[src/rtl/w_pipe_if.sv]
// Writeback pipeline register bundle: memory-stage results and controls in, W-stage state out.
interface w_pipe_if #(
    parameter int DATA_W = 64,
    parameter int REG_W  = 4,
    parameter int CNT_W  = 32
);
    logic              W_stall;
    logic              W_bubble;
    logic [3:0]        m_stat;
    logic [3:0]        M_icode;
    logic [REG_W-1:0]  m_dstE;
    logic [REG_W-1:0]  m_dstM;
    logic [DATA_W-1:0] m_valE;
    logic [DATA_W-1:0] m_valM;

    logic [3:0]        W_stat;
    logic [3:0]        W_icode;
    logic [REG_W-1:0]  W_dstE;
    logic [REG_W-1:0]  W_dstM;
    logic [DATA_W-1:0] W_valE;
    logic [DATA_W-1:0] W_valM;
    logic              W_wrE;
    logic              W_wrM;
    logic              W_halted;
    logic              W_retire;
    logic [CNT_W-1:0]  W_retired_cnt;
    logic              W_ctrl_err;

    modport master (
        output W_stall, W_bubble, m_stat, M_icode, m_dstE, m_dstM, m_valE, m_valM,
        input  W_stat, W_icode, W_dstE, W_dstM, W_valE, W_valM,
               W_wrE, W_wrM, W_halted, W_retire, W_retired_cnt, W_ctrl_err
    );

    modport slave (
        input  W_stall, W_bubble, m_stat, M_icode, m_dstE, m_dstM, m_valE, m_valM,
        output W_stat, W_icode, W_dstE, W_dstM, W_valE, W_valM,
               W_wrE, W_wrM, W_halted, W_retire, W_retired_cnt, W_ctrl_err
    );
endinterface

[src/rtl/w_pipe_reg.sv]
// Writeback-stage pipeline register with stall/bubble control, sticky halt,
// retire pulse and a saturating retired-instruction counter.
module w_pipe_reg #(
    parameter int              DATA_W   = 64,
    parameter int              REG_W    = 4,
    parameter int              CNT_W    = 32,
    parameter logic [3:0]      STAT_AOK = 4'h1,
    parameter logic [REG_W-1:0] RNONE   = 4'hF,
    parameter logic [3:0]      INOP     = 4'h1
) (
    input logic     clk,
    input logic     rst_n,
    w_pipe_if.slave w
);
    logic [3:0]        stat_q;
    logic [3:0]        icode_q;
    logic [REG_W-1:0]  dste_q;
    logic [REG_W-1:0]  dstm_q;
    logic [DATA_W-1:0] vale_q;
    logic [DATA_W-1:0] valm_q;
    logic              halted_q;
    logic              retire_q;
    logic [CNT_W-1:0]  cnt_q;
    logic              ctrl_err_q;
    logic              retire_ev;

    assign retire_ev = (w.m_stat == STAT_AOK) && (w.M_icode != INOP);

    // Priority: reset > halted (frozen) > stall > bubble > load.
    always_ff @(posedge clk) begin
        if (!rst_n) begin
            stat_q     <= STAT_AOK;
            icode_q    <= INOP;
            dste_q     <= RNONE;
            dstm_q     <= RNONE;
            vale_q     <= '0;
            valm_q     <= '0;
            halted_q   <= 1'b0;
            retire_q   <= 1'b0;
            cnt_q      <= '0;
            ctrl_err_q <= 1'b0;
        end else if (halted_q) begin
            retire_q <= 1'b0;
        end else if (w.W_stall) begin
            retire_q <= 1'b0;
            if (w.W_bubble)
                ctrl_err_q <= 1'b1;
        end else if (w.W_bubble) begin
            stat_q   <= STAT_AOK;
            icode_q  <= INOP;
            dste_q   <= RNONE;
            dstm_q   <= RNONE;
            vale_q   <= '0;
            valm_q   <= '0;
            retire_q <= 1'b0;
        end else begin
            stat_q   <= w.m_stat;
            icode_q  <= w.M_icode;
            dste_q   <= w.m_dstE;
            dstm_q   <= w.m_dstM;
            vale_q   <= w.m_valE;
            valm_q   <= w.m_valM;
            halted_q <= (w.m_stat != STAT_AOK);
            retire_q <= retire_ev;
            // Counter saturates at all-ones rather than wrapping.
            if (retire_ev && (cnt_q != '1))
                cnt_q <= cnt_q + CNT_W'(1);
        end
    end

    assign w.W_stat        = stat_q;
    assign w.W_icode       = icode_q;
    assign w.W_dstE        = dste_q;
    assign w.W_dstM        = dstm_q;
    assign w.W_valE        = vale_q;
    assign w.W_valM        = valm_q;
    assign w.W_halted      = halted_q;
    assign w.W_retire      = retire_q;
    assign w.W_retired_cnt = cnt_q;
    assign w.W_ctrl_err    = ctrl_err_q;
    assign w.W_wrE         = (dste_q != RNONE) && (stat_q == STAT_AOK) && !halted_q;
    assign w.W_wrM         = (dstm_q != RNONE) && (stat_q == STAT_AOK) && !halted_q;
endmodule

[src/flat_wrapper.sv]
// flat-port wrapper written by rule: the top's interface ports become plain ports
module w_pipe_reg_flat 
#(
    parameter int              DATA_W   = 64,
    parameter int              REG_W    = 4,
    parameter int              CNT_W    = 32,
    parameter logic [3:0]      STAT_AOK = 4'h1,
    parameter logic [REG_W-1:0] RNONE   = 4'hF,
    parameter logic [3:0]      INOP     = 4'h1
)
  (clk, rst_n, w_W_stall, w_W_bubble, w_m_stat, w_M_icode, w_m_dstE, w_m_dstM, w_m_valE, w_m_valM, w_W_stat, w_W_icode, w_W_dstE, w_W_dstM, w_W_valE, w_W_valM, w_W_wrE, w_W_wrM, w_W_halted, w_W_retire, w_W_retired_cnt, w_W_ctrl_err);
  w_pipe_if #(.DATA_W(DATA_W), .REG_W(REG_W), .CNT_W(CNT_W)) w_i ();
  input logic clk;
  input logic rst_n;
  input wire logic [$bits(w_i.W_stall)-1:0] w_W_stall;
  input wire logic [$bits(w_i.W_bubble)-1:0] w_W_bubble;
  input wire logic [$bits(w_i.m_stat)-1:0] w_m_stat;
  input wire logic [$bits(w_i.M_icode)-1:0] w_M_icode;
  input wire logic [$bits(w_i.m_dstE)-1:0] w_m_dstE;
  input wire logic [$bits(w_i.m_dstM)-1:0] w_m_dstM;
  input wire logic [$bits(w_i.m_valE)-1:0] w_m_valE;
  input wire logic [$bits(w_i.m_valM)-1:0] w_m_valM;
  output wire logic [$bits(w_i.W_stat)-1:0] w_W_stat;
  output wire logic [$bits(w_i.W_icode)-1:0] w_W_icode;
  output wire logic [$bits(w_i.W_dstE)-1:0] w_W_dstE;
  output wire logic [$bits(w_i.W_dstM)-1:0] w_W_dstM;
  output wire logic [$bits(w_i.W_valE)-1:0] w_W_valE;
  output wire logic [$bits(w_i.W_valM)-1:0] w_W_valM;
  output wire logic [$bits(w_i.W_wrE)-1:0] w_W_wrE;
  output wire logic [$bits(w_i.W_wrM)-1:0] w_W_wrM;
  output wire logic [$bits(w_i.W_halted)-1:0] w_W_halted;
  output wire logic [$bits(w_i.W_retire)-1:0] w_W_retire;
  output wire logic [$bits(w_i.W_retired_cnt)-1:0] w_W_retired_cnt;
  output wire logic [$bits(w_i.W_ctrl_err)-1:0] w_W_ctrl_err;
  assign w_i.W_stall = w_W_stall;
  assign w_i.W_bubble = w_W_bubble;
  assign w_i.m_stat = w_m_stat;
  assign w_i.M_icode = w_M_icode;
  assign w_i.m_dstE = w_m_dstE;
  assign w_i.m_dstM = w_m_dstM;
  assign w_i.m_valE = w_m_valE;
  assign w_i.m_valM = w_m_valM;
  assign w_W_stat = w_i.W_stat;
  assign w_W_icode = w_i.W_icode;
  assign w_W_dstE = w_i.W_dstE;
  assign w_W_dstM = w_i.W_dstM;
  assign w_W_valE = w_i.W_valE;
  assign w_W_valM = w_i.W_valM;
  assign w_W_wrE = w_i.W_wrE;
  assign w_W_wrM = w_i.W_wrM;
  assign w_W_halted = w_i.W_halted;
  assign w_W_retire = w_i.W_retire;
  assign w_W_retired_cnt = w_i.W_retired_cnt;
  assign w_W_ctrl_err = w_i.W_ctrl_err;
  w_pipe_reg #(.DATA_W(DATA_W), .REG_W(REG_W), .CNT_W(CNT_W), .STAT_AOK(STAT_AOK), .RNONE(RNONE), .INOP(INOP)) u_core (.clk(clk), .rst_n(rst_n), .w(w_i));
endmodule
[config.mk]
export PLATFORM = sky130hd
export DESIGN_NAME = w_pipe_reg_flat
export DESIGN_NICKNAME = d
export VERILOG_FILES = /design/src/rtl/w_pipe_if.sv /design/src/rtl/w_pipe_reg.sv /design/src/flat_wrapper.sv
export SDC_FILE = /design/constraint.sdc
export NUM_CORES = 1
export LEC_CHECK = 0
export ABC_AREA = 1
export BUFFER_PORTS_ARGS = -buffer_cell sky130_fd_sc_hd__clkbuf_2
export CAP_MARGIN = 20
export CORE_AREA = 2 2 127 129
export CTS_BUF_LIST = sky130_fd_sc_hd__clkbuf_4 sky130_fd_sc_hd__clkbuf_8 sky130_fd_sc_hd__clkbuf_16
export DETAILED_ROUTE_END_ITERATION = 10
export DIE_AREA = 0 0 129 131
export GPL_ROUTABILITY_DRIVEN = 1
export HOLD_SLACK_MARGIN = 0.08
export MAX_ROUTING_LAYER = met4
export PLACE_DENSITY = 0.85
export SLEW_MARGIN = 15
export SYNTH_ARGS = -nofsm -noshare
export SYNTH_HDL_FRONTEND = slang
export SYNTH_SLANG_ARGS = --single-unit
[constraint.sdc]
create_clock -name clk -period 3.4 [get_ports clk]
set_input_delay 1.02 -clock clk [delete_from_list [all_inputs] [get_ports clk]]
set_output_delay 1.02 -clock clk [all_outputs]
set_load 0.02 [all_outputs]
# ---- Word level (Yosys, flattened, before mapping)
# Index checks and enable logic that the tools add are counted.
dict set report word_totals {
  latch_bits 0
  n_memories 0
  output_inout_bits 181
  ram_bits 0
  romBits 0
  regBits 179
}
dict set report classes {
  n_eq_ne 7
  reduce_logical 11
  n_mul 0
  shift 0
  n_div 0
  magnitude_cmp 0
  addsub 1
  bitwise 4
  n_mux 9
}
# cell count
set ops {}
lappend ops {{$mux W64} 2}
lappend ops {{$add A32 B1 Y32 const B} 1}
lappend ops {{$ne A32 B32 Y1 const B} 1}
lappend ops {{$mux W4} 4}
lappend ops {{$eq A4 B1 Y1 const B} 2}
lappend ops {{$ne A4 B1 Y1 const B} 2}
lappend ops {{$ne A4 B4 Y1 const B} 2}
lappend ops {{$logic_and A1 B1 Y1} 6}
lappend ops {{$not A1 Y1} 4}
lappend ops {{$reduce_and A4 Y1} 1}
lappend ops {{$reduce_or A4 Y1} 1}
lappend ops {{$mux W1} 3}
lappend ops {{$reduce_and A3 Y1} 1}
lappend ops {{$reduce_and A2 Y1} 1}
lappend ops {{$logic_not A1 Y1} 1}

# ---- Depth between registers and ports, before layout
dict set report depth {
  depth_word 4
  ltp_mapped 11
  depth_no_buf 10
}

# ---- Worst setup path before layout
# OpenSTA, ideal clock, no wires.
dict set report synth_path {
  kind {input to register}
  startpoint {input w_W_stall}
  endpoint {register u_core.cnt_q[15] (netlist: u_core.w.W_retired_cnt[15])}
  slack_ns 1.296
  setup_ns 0.071
  stages 10
  n_path_buf 1
  required_ns 3.329
  arrival_ns 2.033
  cell_sequence {inv_2 -> nand2_2 -> nor2_1 -> nand2_1 -> nor2_4 -> nand2_8 -> inv_4 -> buf_6 -> nand2_1 -> a21oi_2}
}
dict set report synth_between {
  elab_chain_cells 2
}
# element line
set synth_rtl {}
lappend synth_rtl {{start, declared} flat_wrapper.sv:15} ;# input wire logic [$bits(w_i.W_stall)-1:0] w_W_stall;
lappend synth_rtl {{$not A1 Y1 (no source line)} n/a}
lappend synth_rtl {{$reduce_and A4 Y1 (no source line)} n/a}
lappend synth_rtl {{end signal, assigned} w_pipe_reg.sv:67} ;# cnt_q <= cnt_q + CNT_W'(1);
lappend synth_rtl {{end, declared} w_pipe_reg.sv:23} ;# logic [CNT_W-1:0] cnt_q;
# Every way passes these cells.
# A chain may end at the register's enable or synchronous reset.

# ---- Final worst setup path
dict set report layout_path {
  startpoint {register u_core.stat_q[0] (netlist: u_core.w.W_stat[0])}
  endpoint {output w_W_wrE}
}
dict set report layout_between {
  elab_chain_cells 3
}
# element line
set layout_rtl {}
lappend layout_rtl {{start, declared} w_pipe_reg.sv:15} ;# logic [3:0] stat_q;
lappend layout_rtl {{start signal, assigned} w_pipe_reg.sv:57} ;# stat_q <= w.m_stat;
lappend layout_rtl {{$eq A4 B1 Y1} w_pipe_reg.sv:81} ;# assign w.W_wrE = (dste_q != RNONE) && (stat_q == STAT_AOK) && !halted_q;
lappend layout_rtl {{$logic_and A1 B1 Y1 (2 in series)} w_pipe_reg.sv:81}
lappend layout_rtl {{end, declared} flat_wrapper.sv:29} ;# output wire logic [$bits(w_i.W_wrE)-1:0] w_W_wrE;
# Every way passes these cells.

==> metrics.txt <==
# TYPE chip_impl_metric gauge
chip_impl_metric{name="critPathArrivalTime",unit="ns"} 1.42
chip_impl_metric{name="grt.overflow.total",unit=""} 0
chip_impl_metric{name="antenna_left",unit=""} 0
chip_impl_metric{name="grt_first_pass_wirelength",unit="mm"} 32.6
chip_impl_metric{name="drt_wl_total",unit="mm"} 22.8
chip_impl_metric{name="dpl.hpwl",unit="mm"} 16.5
chip_impl_metric{name="cts-hold-fix-buffers",unit=""} 0
chip_impl_metric{name="combPwrFrac",unit=""} 0.099
chip_impl_metric{name="grt.total_usage",unit=""} 0.257
chip_impl_metric{name="detailroute.via_count",unit=""} 6883
chip_impl_info{name="crit_path_start",value="u_core.w.W_stat[0]"} 1
chip_impl_metric{name="area_of_the_die",unit="um^2"} 16900
chip_impl_metric{name="worst_slack",unit="ns"} 0.957
chip_impl_metric{name="grt_max_degree",unit=""} 145
chip_impl_metric{name="cap_violations",unit=""} 0
chip_impl_metric{name="synthCells",unit=""} 738
chip_impl_metric{name="cts-buffers-inserted",unit=""} 17
chip_impl_metric{name="synth.avg_cell_area",unit="um^2"} 9.35
chip_impl_metric{name="post_synth_design_cell_area",unit="um^2"} 6900
chip_impl_metric{name="clock_sinks",unit=""} 179
chip_impl_metric{name="fin_worst_skew",unit="ns"} 0.0106
chip_impl_metric{name="maxSlewHeadroom",unit=""} 0.481
chip_impl_info{name="cts_root_buf",value="clkbuf_16"} 1
chip_impl_metric{name="gp_routability_congestion",unit=""} 0.925
chip_impl_metric{name="synth-seq-area-share",unit=""} 0.519
chip_impl_metric{name="drt-wirelength-per-cell",unit="um"} 18.0
chip_impl_metric{name="synth_edf_count",unit=""} 0
chip_impl_metric{name="power.density",unit="nW/um^2"} 501
chip_impl_info{name="min-delay-start",value="u_core.w.W_stat[0]"} 1
chip_impl_metric{name="cts.reportedPaths.clkPinSlew",unit="ns"} 0.07
chip_impl_metric{name="cts-htree-levels",unit=""} 4
chip_impl_metric{name="design_power_total",unit="mW"} 4.65
chip_impl_metric{name="clk-insertion-delay-late",unit="ns"} 0.42
chip_impl_info{name="grt_setup_unrepaired",value="false"} 1
chip_impl_metric{name="placeableCoreArea",unit="um^2"} 15600
chip_impl_metric{name="switching_power",unit="mW"} 1.24
chip_impl_metric{name="synthesis.yosys.warnings",unit=""} 0
chip_impl_metric{name="share_clk_of_total_power",unit=""} 0.425
chip_impl_metric{name="drt_first_pass_iters",unit=""} 5
chip_impl_metric{name="bufs_on_longest_clock_path",unit=""} 2
chip_impl_metric{name="start_util",unit=""} 0.443
chip_impl_metric{name="setup_viol_count_final",unit=""} 0
chip_impl_metric{name="detailedPlace.worstSlack",unit="ns"} 0.741
chip_impl_info{name="timing_worst_setup_path_type",value="reg2out"} 1
chip_impl_metric{name="post_synth_num_cell_types",unit=""} 32
chip_impl_metric{name="drt_first_iter_violations",unit=""} 497
chip_impl_metric{name="vdd_ir_drop_max",unit="uV"} 323
chip_impl_metric{name="share_seq_of_total_power",unit=""} 0.476
chip_impl_metric{name="num-nets-final",unit=""} 1185
chip_impl_metric{name="cts_post_setup_buffers_inserted",unit=""} 0
chip_impl_metric{name="p_int",unit="mW"} 3.41
chip_impl_metric{name="routed_via_density",unit=""} 5.44
chip_impl_info{name="critical_path.top_delay_family",value="flip-flops"} 1
chip_impl_metric{name="critPathMaxStageDelay",unit="ns"} 0.33
chip_impl_metric{name="hold_crit_depth",unit=""} 2
chip_impl_metric{name="ioPinCount",unit=""} 329
chip_impl_metric{name="antenna_violations_before_repair",unit=""} 0
chip_impl_metric{name="period_minus_slack",unit="ns"} 2.44
chip_impl_metric{name="timing.critical_path.required",unit="ns"} 2.38
chip_impl_metric{name="ys_ff_latch",unit=""} 179
chip_impl_info{name="synth_top_flop_cell",value="dfxtp_1"} 1
chip_impl_metric{name="cts_resized",unit=""} 0
chip_impl_metric{name="async_reset_ff_frac",unit=""} 0
chip_impl_info{name="type_of_the_tightest_min_delay_check",value="reg2reg"} 1
chip_impl_metric{name="flow.area_growth_from_synthesis",unit="%"} 34.2
chip_impl_metric{name="fin_hold_ws",unit="ns"} 0.483
chip_impl_info{name="crit_path_top_delay_cell",value="dfxtp_1"} 1
chip_impl_metric{name="max_clock_freq",unit="MHz"} 409
chip_impl_metric{name="timing.final.max_slew_violations",unit=""} 0
chip_impl_info{name="cts_tree",value="built"} 1
chip_impl_metric{name="placementRows",unit=""} 46
chip_impl_info{name="critical_path.startpoint_type",value="flop"} 1
chip_impl_info{name="run_status",value="completed"} 1
chip_impl_metric{name="die_h",unit="um"} 131
chip_impl_metric{name="switching_share",unit=""} 0.267
chip_impl_info{name="synth.top_cells.by_count",value="179 x dfxtp_1, 141 x nand2_1, 131 x a32o_1, 83 x nor2_1, 35 x clkbuf_1"} 1
chip_impl_info{name="critical_path.reg2reg.startpoint",value="u_core.w.W_retired_cnt[0]"} 1
chip_impl_metric{name="final_report_hold_violation_count",unit=""} 0
chip_impl_metric{name="antennaDiodeCount",unit=""} 0
chip_impl_info{name="crit_path_cell_trace",value="inv_1 -> nor2_1 -> nand3_1 -> a41oi_1 -> clkbuf_2"} 1
chip_impl_metric{name="leakage",unit="nW"} 4.09
chip_impl_metric{name="portBuffers",unit=""} 328
chip_impl_metric{name="die_w",unit="um"} 129
chip_impl_info{name="biggest_area_contributors_in_the_synthesized_netlist",value="dfxtp_1 52%, a32o_1 19%, nand2_1 7.7%"} 1
chip_impl_metric{name="synth_fp_nets",unit=""} 887
chip_impl_metric{name="synth_top_cell_area_share",unit=""} 0.519
chip_impl_info{name="cp-end-kind",value="output port"} 1
chip_impl_metric{name="finalSetupTns",unit="ns"} 0
chip_impl_metric{name="path_max_fanout",unit=""} 2
chip_impl_metric{name="ff2ff_path_depth",unit=""} 10
chip_impl_metric{name="cp.depth",unit=""} 5
chip_impl_info{name="synth.most_common_cell",value="dfxtp_1"} 1
chip_impl_metric{name="drc_errors",unit=""} 0
chip_impl_metric{name="vias_in_the_first_global_route",unit=""} 6229
chip_impl_metric{name="worst_pin_slew",unit="ns"} 0.777
chip_impl_metric{name="critical_path.n_buffers_inverters",unit=""} 2
chip_impl_info{name="netlist.top_cell.by_area",value="dfxtp_1"} 1
chip_impl_metric{name="post_route_fraction_of_the_period_consumed_by_the_critical_path",unit=""} 0.719
chip_impl_metric{name="fraction_of_layout_cells_with_a_size_suffix_above_1",unit=""} 0.385
-- worst reg2reg max path, cell delays in order, from the launching register on --
cell     delay, ns
dfxtp_1       0.51
ha_1          0.27
inv_1         0.10
nor2_4        0.20
nand2_4       0.10
nor2_8        0.15
nand2_4       0.09
nand2_8       0.22
inv_4         0.19
nand2_1       0.15
a21oi_2       0.05
-- power groups by stage --
stage / combinational [mW] / clock [mW] / sequential, mW
after floorplan: 0.157 / 0 / 2.34
after global placement: 0.453 / 0 / 2.26
after detailed placement: 0.458 / 0 / 2.26
after CTS: 0.459 / 2.00 / 2.21
after global routing: 0.491 / 2.08 / 2.22
final: 0.459 / 1.97 / 2.21
-- flip-flops by register name, indices dropped and copies added (netlist names) --
name / cells
u_core.w.W_ctrl_err: 1
u_core.w.W_dstE: 4
u_core.w.W_dstM: 4
u_core.w.W_halted: 1
u_core.w.W_icode: 4
u_core.w.W_retire: 1
u_core.w.W_retired_cnt: 32
u_core.w.W_stat: 4
u_core.w.W_valE: 64
u_core.w.W_valM: 64
-- layer usage --
metal  vias to the layer above  part of all wire  GRT usage
li1                       3239                 -          -
met1                      3267              0.40      0.312
met2                       330              0.49      0.413
met3                        47             0.076     0.0684
met4                         0             0.030     0.0953
met5                         -                 0          -
-- cells by family (layout without fill, tap and decap cells) --
| group | Yosys count | in the layout | share of synthesized area |
|---|---|---|---|
| and+or+nand+nor | 277 | 277 | 0.174 |
| adders and majority gates | 1 | 1 | 0.00181 |
| buffers and inverters | 90 | 401 | 0.0566 |
| AOI/OAI and AO/OA | 177 | 177 | 0.231 |
| xor gates and xnor gates | 14 | 14 | 0.0178 |
| DFF | 179 | 179 | 0.519 |
-- cell type report --
class / count / area (um^2)
clock buffer: 18 / 439
inverter: 36 / 140
clock inverter: 14 / 164
sequential: 179 / 3580
timing repair buffer: 333 / 1730
tap: 216 / 270
fill: 1380 / 6330
multi-input combinational: 469 / 2930
-- cell usage in the layout, fill, tap and decap left out, types with 3 or more instances in the layout --
cell type,count
nand2_2,12
xnor2_1,5
buf_12,4
clkbuf_16,17
inv_8,3
clkinv_4,4
nor2_1,83
dfxtp_1,179
clkbuf_2,327
a32o_1,131
nand2_1,141
inv_2,3
nand4_1,7
nand2_4,3
nor2_2,4
o21ai_0,6
inv_1,31
nor2_4,3
xor2_1,9
a21oi_1,25
nand3_1,18
a21oi_2,10
-- per-stage QoR --
stage	util	instance area (um^2)	instances
finish	0.594	9260	1265
global route	0.594	9260	1265
CTS	0.594	9260	1265
detailed placement	0.555	8660	1233
global placement	0.555	8660	1233
floorplan	-	6900	738
-- path summary, 6_finish.rpt --
kind,endpoint,slack (ns)
min,u_core.w.W_stat[0],0.48
max,w_W_wrE,0.96
min reg2reg,u_core.w.W_stat[0],0.48
max reg2reg,u_core.w.W_retired_cnt[22],1.22
Note: power is estimated with default switching activity, not from simulation.
